File: src/rtl/conv_window_gen.sv
// conv_window_gen: turns a raster pixel stream into the 5-pixel cross window (N,W,C,E,S).
// Define STALL_EN to add the win_ready/pix_ready back-pressure handshake.
module conv_window_gen #(
    parameter int unsigned IMG_WIDTH  = 28,
    parameter int unsigned IMG_HEIGHT = 28,
    parameter int unsigned PIX_W      = 4
) (
    input  logic             clk,
    input  logic             rst_n,
    input  logic [PIX_W-1:0] pix_in,
    input  logic             pix_valid,
`ifdef STALL_EN
    input  logic             win_ready,
    output logic             pix_ready,
`endif
    output logic [PIX_W-1:0] win_n,
    output logic [PIX_W-1:0] win_w,
    output logic [PIX_W-1:0] win_c,
    output logic [PIX_W-1:0] win_e,
    output logic [PIX_W-1:0] win_s,
    output logic             win_valid,
    output logic             frame_done
);
    localparam int unsigned   CW       = $clog2(IMG_WIDTH);
    localparam int unsigned   RW       = $clog2(IMG_HEIGHT);
    localparam logic [CW-1:0] COL_LAST = CW'(IMG_WIDTH - 1);
    localparam logic [CW-1:0] COL_TWO  = CW'(2);
    localparam logic [RW-1:0] ROW_LAST = RW'(IMG_HEIGHT - 1);
    localparam logic [RW-1:0] ROW_ONE  = RW'(1);

    typedef enum logic [1:0] {FILL, STREAM, DONE} state_t;

    state_t           state_q, state_d;
    logic [CW-1:0]    col_q, col_d;
    logic [RW-1:0]    row_q, row_d;
    logic [PIX_W-1:0] win_n_q, win_n_d, win_w_q, win_w_d, win_c_q, win_c_d;
    logic [PIX_W-1:0] win_e_q, win_e_d, win_s_q, win_s_d;
    logic             win_valid_q, win_valid_d, frame_done_q, frame_done_d;

    logic [PIX_W-1:0] lb1_q [IMG_WIDTH];
    logic [PIX_W-1:0] lb2_q [IMG_WIDTH];
    logic [PIX_W-1:0] tap1, tap2, s1_q, a1_q, a2_q, b1_q;
    logic             hold, accept, col_last, row_last, emit;

`ifdef STALL_EN
    assign pix_ready = !win_valid_q || win_ready;
    assign hold      = win_valid_q && !win_ready;
`else
    assign hold      = 1'b0;
`endif

    assign accept   = pix_valid && !hold;
    assign col_last = (col_q == COL_LAST);
    assign row_last = (row_q == ROW_LAST);
    assign tap1     = lb1_q[IMG_WIDTH-1];
    assign tap2     = lb2_q[IMG_WIDTH-1];
    // STREAM is only entered after row 1 completes, so row>=2 is implied here.
    assign emit     = accept && (state_q == STREAM) && (col_q >= COL_TWO);

    // Line buffers and column delays: taps are rows r-1 / r-2 at column c.
    always_ff @(posedge clk) begin
        if (accept) begin
            lb1_q[0] <= pix_in;
            lb2_q[0] <= tap1;
            for (int unsigned i = 1; i < IMG_WIDTH; i++) begin
                lb1_q[i] <= lb1_q[i-1];
                lb2_q[i] <= lb2_q[i-1];
            end
            s1_q <= pix_in;
            a1_q <= tap1;
            a2_q <= a1_q;
            b1_q <= tap2;
        end
    end

    always_comb begin
        state_d = state_q;
        col_d   = col_q;
        row_d   = row_q;
        if (accept) begin
            if (col_last) begin
                col_d = '0;
                row_d = row_last ? '0 : row_q + 1'b1;
            end else begin
                col_d = col_q + 1'b1;
            end
        end
        case (state_q)
            FILL:    if (accept && row_q == ROW_ONE && col_last) state_d = STREAM;
            STREAM:  if (accept && row_last && col_last) state_d = DONE;
            DONE:    state_d = FILL;
            default: state_d = FILL;
        endcase
    end

    always_comb begin
        win_n_d      = win_n_q;
        win_w_d      = win_w_q;
        win_c_d      = win_c_q;
        win_e_d      = win_e_q;
        win_s_d      = win_s_q;
        win_valid_d  = emit;
        frame_done_d = emit && row_last && col_last;
        if (hold) begin
            win_valid_d  = win_valid_q;
            frame_done_d = frame_done_q;
        end else if (emit) begin
            win_n_d = b1_q;
            win_w_d = a2_q;
            win_c_d = a1_q;
            win_e_d = tap1;
            win_s_d = s1_q;
        end
    end

    always_ff @(posedge clk) begin
        if (!rst_n) begin
            state_q      <= FILL;
            col_q        <= '0;
            row_q        <= '0;
            win_n_q      <= '0;
            win_w_q      <= '0;
            win_c_q      <= '0;
            win_e_q      <= '0;
            win_s_q      <= '0;
            win_valid_q  <= 1'b0;
            frame_done_q <= 1'b0;
        end else begin
            state_q      <= state_d;
            col_q        <= col_d;
            row_q        <= row_d;
            win_n_q      <= win_n_d;
            win_w_q      <= win_w_d;
            win_c_q      <= win_c_d;
            win_e_q      <= win_e_d;
            win_s_q      <= win_s_d;
            win_valid_q  <= win_valid_d;
            frame_done_q <= frame_done_d;
        end
    end

    assign win_n      = win_n_q;
    assign win_w      = win_w_q;
    assign win_c      = win_c_q;
    assign win_e      = win_e_q;
    assign win_s      = win_s_q;
    assign win_valid  = win_valid_q;
    assign frame_done = frame_done_q;
endmodule

File: config.mk
export PLATFORM = sky130hd
export DESIGN_NAME = conv_window_gen
export DESIGN_NICKNAME = d
export VERILOG_FILES = /design/src/rtl/conv_window_gen.sv
export SDC_FILE = /design/constraint.sdc
export NUM_CORES = 1
export LEC_CHECK = 0
export ABC_AREA = 1
export CAP_MARGIN = 0
export CORE_ASPECT_RATIO = 1.4
export CORE_UTILIZATION = 40
export CTS_CLUSTER_SIZE = 12
export DETAILED_ROUTE_END_ITERATION = 8
export GPL_TIMING_DRIVEN = 0
export PLACE_DENSITY = 0.67
export RECOVER_POWER = 100
export SLEW_MARGIN = 20
export SYNTH_ARGS = -nofsm -noshare
export SYNTH_HDL_FRONTEND = slang
export SYNTH_SLANG_ARGS = --single-unit
File: constraint.sdc
create_clock -name clk -period 1.62 [get_ports clk]
set_input_delay 0.486 -clock clk [delete_from_list [all_inputs] [get_ports clk]]
set_output_delay 0.486 -clock clk [all_outputs]
set_load 0.02 [all_outputs]
==> tab_implementation.tex <==
\begin{tabular}{lr}
\hline
Metric & Value \\
\hline
\multicolumn{2}{l}{\textbf{CTS}} \\
Total number of H-tree levels & 1 \\
CTS tree & built \\
Total clock sinks & 262 \\
Insertion delay of the later-clocked pin in the worst-skew pair & 0.52 ns \\
Setup fix buffers added after clock tree synthesis & 0 \\
Number of buffers between clock root and the deepest sink & 3 \\
Quantity of hold-fixing buffers added after cts & 0 \\
Buffer cell driving the clock tree root & clkbuf\_16 \\
Number of buffers created by CTS & 26 \\
Clock-pin slew of the registers on the worst-case setup and hold paths & $\sim$0.060 ns \\
\multicolumn{2}{l}{\textbf{Power}} \\
Design internal power & between 0.01 and 0.015 W \\
Leak Pwr & about 3.4 nW \\
Fraction of power consumed by the clock network & 40.1\% \\
Sequential share of power & 58.4\% \\
Relative contribution of combinational cells to total power & under 10\% \\
Maximum vdd drop & $\sim$0.91 mV \\
Power per cell area & 1389 nW/um2 \\
Switching power of the nets & 0.002562 W \\
Switching share of power & 19.14\% \\
\multicolumn{2}{l}{\textbf{STA}} \\
Unrepaired setup endpoints after global routing & no \\
Clk\_skew & 0.01067 ns \\
Post-route setup TNS & 0 ns \\
Worst slew margin relative to its limit & 35.89\% \\
Final Hold Vio Count & 0 \\
Peak Freq & 638.6 MHz \\
Number of slew-limit violations in the final report & 0 \\
Tightest Pin Transition & 0.9616 ns \\
Setup violations, final & 0 \\
Final period demand of the worst path & approximately 1.6 ns \\
Part of the cycle the worst path needs & 96.66\% \\
Final Hold Slack & between 0.3 and 0.4 ns \\
\multicolumn{2}{l}{\textbf{Floorplan}} \\
Row count & 62 \\
Die outline height & 172.9 um \\
Width of the die & 124.1 um \\
Effective utilization at floorplan & 40.74\% \\
Die Outline Area & 21450 um2 \\
Core box area & $\sim$20000 um2 \\
Ports & 29 \\
\multicolumn{2}{l}{\textbf{Detailed routing}} \\
Top routing layer used & met4 \\
Overall routed net length & 11480 um \\
First DRT Iteration DRCs & 215 \\
First drt pass iteration count & 4 \\
Drt via density & 4.637 \\
WL met3 & 560 um \\
Detailed-route DRC error count & 0 \\
Wire length per cell & 15.33 um \\
Length of routed met2 wiring & 5112 um \\
Via total after detailed routing & 3473 \\
Remaining antenna violation count & 0 \\
M1 wire length & 5559 um \\
\multicolumn{2}{l}{\textbf{Finish}} \\
Post-route core utilization & 47.04\% \\
Count of inserted antenna diode cells & 0 \\
Final net count & 484 \\
Layout cell share with drive strength beyond 1 & 15.42\% \\
Filler-free cell count of the finished design & 749 \\
Area added between synthesis and finish & 15.44\% \\
\multicolumn{2}{l}{\textbf{Synthesis}} \\
Flop and latch count out of synthesis & between 200 and 300 \\
Post-synth design cell area & 8344 um2 \\
Mean instance size in the synthesized netlist & slightly above 20 um2 \\
Count of yosys warnings during synthesis & 0 \\
Net count after synthesis & 425 \\
Post-synthesis cell count & 414 \\
Sequential fraction of the synthesis area & 90.21\% \\
Synth top area share & 82.05\% \\
Cell type contributing the most total cell area after synthesis & edfxtp\_1 \\
Synth unique cells & 27 \\
Synth area leaders & edfxtp\_1 82\%, dfxtp\_1 8.2\%, nor2\_1 2.4\% \\
\multicolumn{2}{l}{\textbf{Global routing}} \\
Number of global-route vias before repair & around 3500 \\
Wire length of the first global-routing pass & 18660 um \\
Overflow after GRT & 0 \\
GR Util All Layers & 11.24\% \\
Pin count of the biggest net entering global routing & 108 \\
Number of antenna violations at the first check in global routing & 0 \\
\multicolumn{2}{l}{\textbf{Setup path}} \\
Setup crit start & win\_valid \\
Worst endpoint required time & 1.13 ns \\
CP cell instances & clkdlybuf4s15\_2 \\
Data arrival time of the worst path & 1.08 ns \\
Kind of cell adding the most delay to the critical path & flip-flops \\
Kind of end point of the critical path & output port \\
CP max stage cell & dfxtp\_1 \\
Type of the setup path with the least slack & flip-flop to output port \\
Buf/Inv on CP & 1 \\
Slowest Stage Delay on Critical Path & 0.31 ns \\
Reg-to-reg startpoint & col\_q[1] \\
Crit-path max FO & 1 \\
Setup crit start kind & flip-flop \\
\multicolumn{2}{l}{\textbf{Outcome}} \\
Status & completed \\
\multicolumn{2}{l}{\textbf{Flow run}} \\
Number of max-capacitance violations reported & 0 \\
\multicolumn{2}{l}{\textbf{Hold path}} \\
Path class of the lowest-slack min-delay path & primary input to flip-flop \\
Worst min-delay path startpoint & pix\_valid \\
\multicolumn{2}{l}{\textbf{Place}} \\
Cell count after placement & 700 \\
Port buffer count & 28 \\
Post-detail-place hpwl & 6028 um \\
Final weighted congestion in routability-driven placement & 0.6838 \\
\hline
\end{tabular}
[synth_stat cells]
| cell | instances |
|---|---|
| buf_6 | 3 |
| o21ai_0 | 2 |
| nand4_1 | 3 |
| nand2_4 | 3 |
| clkbuf_1 | 2 |
| nor2_1 | 54 |
| xor2_1 | 3 |
| inv_6 | 1 |
| inv_4 | 1 |
| nor3_4 | 1 |
| dfxtp_1 | 34 |
| nor2_8 | 1 |
| nor3b_2 | 2 |
| o21ai_1 | 20 |
| inv_2 | 1 |
| inv_1 | 13 |
| edfxtp_1 | 228 |
| nand2_1 | 16 |
| nor3_1 | 2 |
| a21oi_1 | 3 |
| buf_8 | 2 |
| nor2_2 | 3 |
| ha_1 | 4 |
| nand3_2 | 1 |
| nand3_1 | 6 |
| nand2_2 | 3 |
| nor4_1 | 2 |
[flip-flops by register name, indices dropped and copies added, names as in the netlist]
signal      count
lb2_q         112
lb1_q         109
col_q           5
row_q           5
b1_q            4
win_c           4
win_e           4
win_n           4
win_s           4
win_w           4
s1_q            3
state_q         2
frame_done      1
win_valid       1
[cells in the final DEF, fill, tap and decap left out, types with 3 or more instances in the layout]
cell type	n
o21ai_1	20
edfxtp_1	228
inv_1	14
clkbuf_2	23
ha_1	4
dfxtp_1	33
clkbuf_1	19
nand2_4	3
dlygate4sd3_1	5
buf_6	4
nand3_1	7
clkbuf_16	26
a21oi_1	3
nor2_1	55
nand4_1	3
nand2_1	17
xor2_1	3
[final timing paths]
| path | slack, ns | endpoint | cells after the start |
|---|---|---|---|
| setup / recovery | 0.05 | win_valid | 1 |
| setup reg to reg | 0.11 | win_e[2] | 7 |
| hold reg to reg | 0.41 | lb2_q[21][3] | 0 |
| hold / removal | 0.33 | lb1_q[0][32] | 1 |
[area by class of cell]
type,instances,area (um2)
Clock inverter,3,30.03
Multi-Input combinational cell,129,661.9
Buffer,7,65.06
Fill cell,1732,10850
Tap cell,256,320.3
Clock buffer,45,732.0
Inverter,16,65.06
Sequential cell,262,7528
Timing Repair Buffer,31,230.2
[routing by layer]
metal / vias up / GRT usage (%)
met1: 1738 / 16.81
met5: - / 0
li1: 1647 / -
met4: 0 / 4.018
met3: 23 / 2.704
met2: 65 / 15.98
[power by group through the flow]
stage          clock network (W)   logic, W  registers (W)
2_1_floorplan                  0  0.0000492        0.00791
3_3_place_gp                   0   0.000174        0.00804
3_5_place_dp                   0   0.000205        0.00795
4_1_cts                  0.00552   0.000218        0.00783
5_1_grt                  0.00580   0.000219        0.00786
6_report                 0.00536   0.000198        0.00782
[cells by family after synthesis]
logic type | share of synthesized area (%)
and+or+nand+nor | 5.713
AOI/OAI and AO/OA | 1.499
adders and majority gates | 0.5998
xor gates and xnor gates | 0.3149
buffers and inverters | 1.664
DFF | 90.21
[metrics by stage]
stage                     worst slack, ns  power, W  area [um2]
after global placement             -7.061  0.008210        8945
final                             0.05418   0.01338        9633
after detailed placement          -0.6774  0.008157        9005
after global routing             0.008774   0.01387        9633
after CTS                        0.001874   0.01357        9746
after floorplan                    0.3633  0.007956        8344
[timing repair]
| action | in CTS | in global routing |
|---|---|---|
| endpoints found under the setup margin | 23 | 9 |
| resized for setup | 80 | 12 |
| pin swaps | 0 | 0 |
| cloned | 1 | 0 |
No activity file was read; power rests on OpenSTA's default activity.
